==> src/rtl/cnn_pkg.sv <==
// Shared definitions for the convolution datapath blocks.
//   macc_state_t         : state encoding of the multiply_acc sequencing controller
//   MACC_LATENCY_DEFAULT : cycles from a MAC val cycle to its product showing on the
//                          accumulator output; shared with the MAC array top
package cnn_pkg;

    typedef enum logic [2:0] {
        MACC_IDLE   = 3'd0,
        MACC_CLEAR  = 3'd1,
        MACC_ACCUM  = 3'd2,
        MACC_DRAIN  = 3'd3,
        MACC_OUTPUT = 3'd4
    } macc_state_t;

    localparam int MACC_LATENCY_DEFAULT = 5;

endpackage

==> src/rtl/multiply_acc_ctrl.sv <==
// Sequencing controller for one multiply_acc lane.
// Accepts a job of cfg_len image/kernel pairs, clears the MAC, streams the pairs
// into it, waits out the MAC pipeline latency and then holds the captured
// dot-product on a valid/ready output until it is taken.
//
// Ports:
//   clk, rst                  clock, synchronous active-high reset
//   cfg_start, cfg_len        job start and term count (sampled in IDLE only)
//   busy                      high whenever the controller is not IDLE
//   in_img, in_ker            term pair, in_valid/in_ready handshake
//   mac_img, mac_ker, mac_val combinational pass-through to the MAC
//   mac_rst                   MAC clear (system reset or CLEAR state)
//   mac_result                MAC accumulator output
//   out_data, out_valid       captured result, out_ready handshake
module multiply_acc_ctrl
    import cnn_pkg::*;
#(
    parameter int IMG_WIDTH   = 16,
    parameter int KER_WIDTH   = 16,
    parameter int LEN_WIDTH   = 12,
    parameter int MAC_LATENCY = MACC_LATENCY_DEFAULT
) (
    input  logic                           clk,
    input  logic                           rst,
    input  logic                           cfg_start,
    input  logic [LEN_WIDTH-1:0]           cfg_len,
    output logic                           busy,
    input  logic [IMG_WIDTH-1:0]           in_img,
    input  logic [KER_WIDTH-1:0]           in_ker,
    input  logic                           in_valid,
    output logic                           in_ready,
    output logic [IMG_WIDTH-1:0]           mac_img,
    output logic [KER_WIDTH-1:0]           mac_ker,
    output logic                           mac_val,
    output logic                           mac_rst,
    input  logic [IMG_WIDTH+KER_WIDTH:0]   mac_result,
    output logic [IMG_WIDTH+KER_WIDTH:0]   out_data,
    output logic                           out_valid,
    input  logic                           out_ready
);

    localparam int RES_W   = IMG_WIDTH + KER_WIDTH + 1;
    localparam int DRAIN_W = (MAC_LATENCY > 1) ? $clog2(MAC_LATENCY) : 1;
    // The drain counter counts down to zero, so DRAIN lasts DRAIN_LOAD+1 cycles.
    localparam logic [DRAIN_W-1:0] DRAIN_LOAD = DRAIN_W'(MAC_LATENCY - 1);

    macc_state_t            state_reg;
    macc_state_t            state_next;
    logic [LEN_WIDTH-1:0]   len_reg;
    logic [LEN_WIDTH-1:0]   cnt_reg;
    logic [DRAIN_W-1:0]     drain_reg;
    logic [RES_W-1:0]       out_data_reg;
    logic                   clear;

    // State register
    always_ff @(posedge clk) begin
        if (rst) begin
            state_reg <= MACC_IDLE;
        end else begin
            state_reg <= state_next;
        end
    end

    // Next-state and state-decoded outputs
    always_comb begin
        state_next = state_reg;
        busy       = 1'b1;
        in_ready   = 1'b0;
        out_valid  = 1'b0;
        clear      = 1'b0;
        case (state_reg)
            MACC_IDLE: begin
                busy = 1'b0;
                if (cfg_start) begin
                    state_next = MACC_CLEAR;
                end
            end
            MACC_CLEAR: begin
                clear      = 1'b1;
                state_next = (len_reg == '0) ? MACC_DRAIN : MACC_ACCUM;
            end
            MACC_ACCUM: begin
                in_ready = 1'b1;
                // cnt_reg < len_reg here, so the increment cannot wrap.
                if (in_valid && (cnt_reg + 1'b1 == len_reg)) begin
                    state_next = MACC_DRAIN;
                end
            end
            MACC_DRAIN: begin
                if (drain_reg == '0) begin
                    state_next = MACC_OUTPUT;
                end
            end
            MACC_OUTPUT: begin
                out_valid = 1'b1;
                if (out_ready) begin
                    state_next = MACC_IDLE;
                end
            end
            default: begin
                state_next = MACC_IDLE;
            end
        endcase
    end

    // Job length, term counter, drain counter and result capture
    always_ff @(posedge clk) begin
        if (rst) begin
            len_reg      <= '0;
            cnt_reg      <= '0;
            drain_reg    <= '0;
            out_data_reg <= '0;
        end else begin
            case (state_reg)
                MACC_IDLE: begin
                    if (cfg_start) begin
                        len_reg <= cfg_len;
                        cnt_reg <= '0;
                    end
                end
                MACC_CLEAR: begin
                    drain_reg <= DRAIN_LOAD;
                end
                MACC_ACCUM: begin
                    drain_reg <= DRAIN_LOAD;
                    if (mac_val) begin
                        cnt_reg <= cnt_reg + 1'b1;
                    end
                end
                MACC_DRAIN: begin
                    if (drain_reg == '0) begin
                        // The last accepted product is visible on mac_result now.
                        out_data_reg <= mac_result;
                    end else begin
                        drain_reg <= drain_reg - 1'b1;
                    end
                end
                default: begin
                end
            endcase
        end
    end

    assign mac_img  = in_img;
    assign mac_ker  = in_ker;
    assign mac_val  = in_valid & in_ready;
    assign mac_rst  = rst | clear;
    assign out_data = out_data_reg;

endmodule

==> config.mk <==
export PLATFORM = sky130hd
export DESIGN_NAME = multiply_acc_ctrl
export DESIGN_NICKNAME = d
export VERILOG_FILES = /design/src/rtl/cnn_pkg.sv /design/src/rtl/multiply_acc_ctrl.sv
export SDC_FILE = /design/constraint.sdc
export NUM_CORES = 1
export LEC_CHECK = 0
export CAP_MARGIN = 20
export CORE_UTILIZATION = 41
export DETAILED_ROUTE_END_ITERATION = 8
export PLACE_DENSITY = 0.9
export REMOVE_ABC_BUFFERS = 1
export SYNTH_ARGS = -nofsm -noshare
export SYNTH_HDL_FRONTEND = slang
export SYNTH_SLANG_ARGS = --single-unit
==> constraint.sdc <==
create_clock -name clk -period 2.8 [get_ports clk]
set_input_delay 0.7 -clock clk [delete_from_list [all_inputs] [get_ports clk]]
set_output_delay 0.7 -clock clk [all_outputs]
set_load 0.1 [all_outputs]
==> summary.txt <==
Wirelength, routed: 9.070 mm
Worst slew pin tran: 670.7 ps
Final min period: 2546 ps
R2r startpoint: cnt_reg[0]
Max-slew violation count: 0
Status: complete, no violations
Dpl cells: 558
Antenna diodes: 0
Crit Path Max Fanout: 10
RSZ-0062 raised after global routing: false
Met2 GRT Util: 0.3455
Core Util, Final: 0.5491
Post-CTS sizing: 0
Routability cong.: 0.9318
Slew margin rel.: 0.5528
Die height: 89.82 um
Clock sink total: 63
Leakage: 1.564 nW
Crit-path cells: clkdlybuf4s50_1 -> nand2_1 -> clkinv_1 -> buf_12
GR peak layer: met2
Period utilization: 0.9094
Via count: 3083
Total track usage: 0.2320
Setup WS pre-CTS: 290.1 ps
Post-Layout Cell Count: 573
Final hold violations: 0
Largest family of logic cells by synthesized area: simple AND/OR/NAND/NOR gates
Post-synthesis mux area share: 0.006332
R2r setup slk: 530 ps
WL/cell: 15.83 um
Clock-pin slew of the registers on the worst-case setup and hold paths: 70 ps
Setup ws final: 253.6 ps
Number of synthesized flops with an enable pin: 0
Adder-Cell Fraction of Synth Area: 0.01583
Unique masters post-synth: 46
Die Footprint: 8067 um2
Crit end category: primary output
Num rows: 31
Antenna violations before repair: 0
Most used DFF post-synth: dfxtp_1
Max FFs per register: 33
Hold Crit Start: out_data[16]
Stages on the worst setup path: 4
Total CTS buffers: 9
Cell family with most CP delay: buffers and inverters
Critical path arrival: 1850 ps
Fillers: 675
#FFs+latches synth: 63
Yosys top cell by area: dfxtp_1
WS Path Type: input port to primary output
XOR/XNOR share of the synthesized area: 0.02770
WHS: 456.7 ps
Seq. cell area: 1261 um2
Nets: 556
Cell depth of the worst hold path: 2
Count of final setup violators: 0
Clock Latency Late Sink: 340 ps
Area growth from synthesis to final layout: 27.98%
Post-synth top area share: 0.3989
Worst setup path start: in_valid
Synth top area cells: dfxtp_1 (40%), nand2_1 (12%), a21oi_1 (10%)
CTS H-Tree Depth: 3
Congestion Overflow GR: 0
Post-Synth Simple-Gate Area: 0.2632
Sequential area share after synthesis: 0.3989
Layout cell share with drive strength beyond 1: 0.1477
Fmax: 0.3927 GHz
Combined area of the multi-input logic cells: 1544 um2
Input/output buffers: 87
Cts hold-fix bufs: 0
Yosys warning count: 0
Die W: 89.82 um
Detailed Route Iter0 Violations: 181
Crit path buffers/inverters: 3
CTS root buf: clkbuf_8
Vias per inst: 5.380
GRT met3 Usage: 0.1481
Worst Path Required: 2100 ps
Compound-gate portion of the synthesized area: 0.1737
Gate Count Post-Synth: 420
Largest net degree at the start of global routing: 65
Max_cap viols: 0
Starting Density: 0.4290
Worst stage delay on the critical path: 450 ps
Syn Area/Cell: 7.528 um2
GR met1 Demand/Resource: 0.2707
VDD IR max: 0.3712 mV
Final ANT Viol Nets: 0
Worst R2R Path Depth: 7
Hpwl dp: 6.637 mm
IO Count: 152
Vias in the first global route: 3061
Top-count cell post-synth: nand2_1
Slowest-stage cell, CP: clkdlybuf4s50_1
Fin Setup TNS: 0 ps
Global-route wire length before repair: 14.80 mm
Power per Cell Area: 806.6 nW/um2
Setup bufs post-CTS: 0
Core area: 7370 um2
Hold WC Path Type: flip-flop to flip-flop
Cell Area, Synth: 3162 um2
Clock Path Buffers: 2
Critical Path Source Type: input port
Remaining DRCs: 0
Post-route clock skew: 5.505 ps
Post-synth ARST share: 0
Drt first pass iters: 5
CTS tree: built
Top cells by count, synth: nand2_1 (101), a21oi_1 (63), dfxtp_1 (63), buf_4 (33), nor2_1 (27)
[power breakdown]
group | internal (mW) | switching, mW | total (mW)
combinational | 0.396 | 0.861 | 1.26
sequential | 0.992 | 0.0980 | 1.09
clock | 0.568 | 0.349 | 0.917
total | 1.96 | 1.31 | 3.26
[worst reg2reg max path: stages (launching register included)]
cell and delay [ps]:
dfxtp_1 480, ha_1 360, nand3_1 170, or3_1 390, a221o_1 340, nor3_1 190, a21oi_1 110, mux2i_1 130
[through the flow]
stage                     area [um2]  power, mW
after detailed placement        3816      2.365
after floorplan                 2826      1.977
after global routing            4046      3.433
after global placement          3816      2.335
final                           4046      3.264
after CTS                       4046      3.282
[routing by layer]
metal / vias to the layer above / share of wire / routed length [um]
li1: 1495 / - / -
met1: 1400 / 0.41 / 3735
met2: 174 / 0.43 / 3891
met3: 14 / 0.15 / 1321
met4: 0 / 0.013 / 121
met5: - / 0 / 0
[cells in the final DEF, fill, tap and decap left out, drive strengths merged, types with 2 or more instances in the layout]
master         instances
a311oi                 3
xor2                   6
nor3                  10
o21ai                 13
clkinv                 2
ha                     4
nor3b                  3
nand4                  3
or2                    3
inv                    6
and2                   3
and3                   3
dfxtp                 63
bufinv                 2
nor4                   7
clkbuf                12
nand2b                 6
or3                    3
nor2                  27
o211ai                 2
buf                   46
nand3b                 2
mux2i                  2
nand2                102
nand3                  6
a21oi                 63
clkdlybuf4s50         48
xnor2                  4
a211oi                 2
a31oi                  4
[logic make-up after synthesis]
kind of cell,Yosys count
simple gates,183
compound gates,96
buf+inv,62
flops,63
xor+xnor,10
fa+ha+maj,4
mux,2
[worst paths after layout]
| kind | to |
|---|---|
| worst max register to register | state_reg[0] |
| worst min-delay path | out_data[16] |
| worst min register to register | out_data[16] |
| worst max-delay path | mac_val |
[area by class of cell]
| cell class | instances | share of cell area |
|---|---|---|
| Tap cell | 99 | 0.03061 |
| Timing Repair Buffer | 94 | 0.2127 |
| Multi-Input combinational cell | 295 | 0.3816 |
| Clock buffer | 12 | 0.04082 |
| Sequential cell | 63 | 0.3117 |
| Inverter | 7 | 0.006494 |
| Clock inverter | 3 | 0.01608 |
No activity file was read; power rests on OpenSTA's default activity.
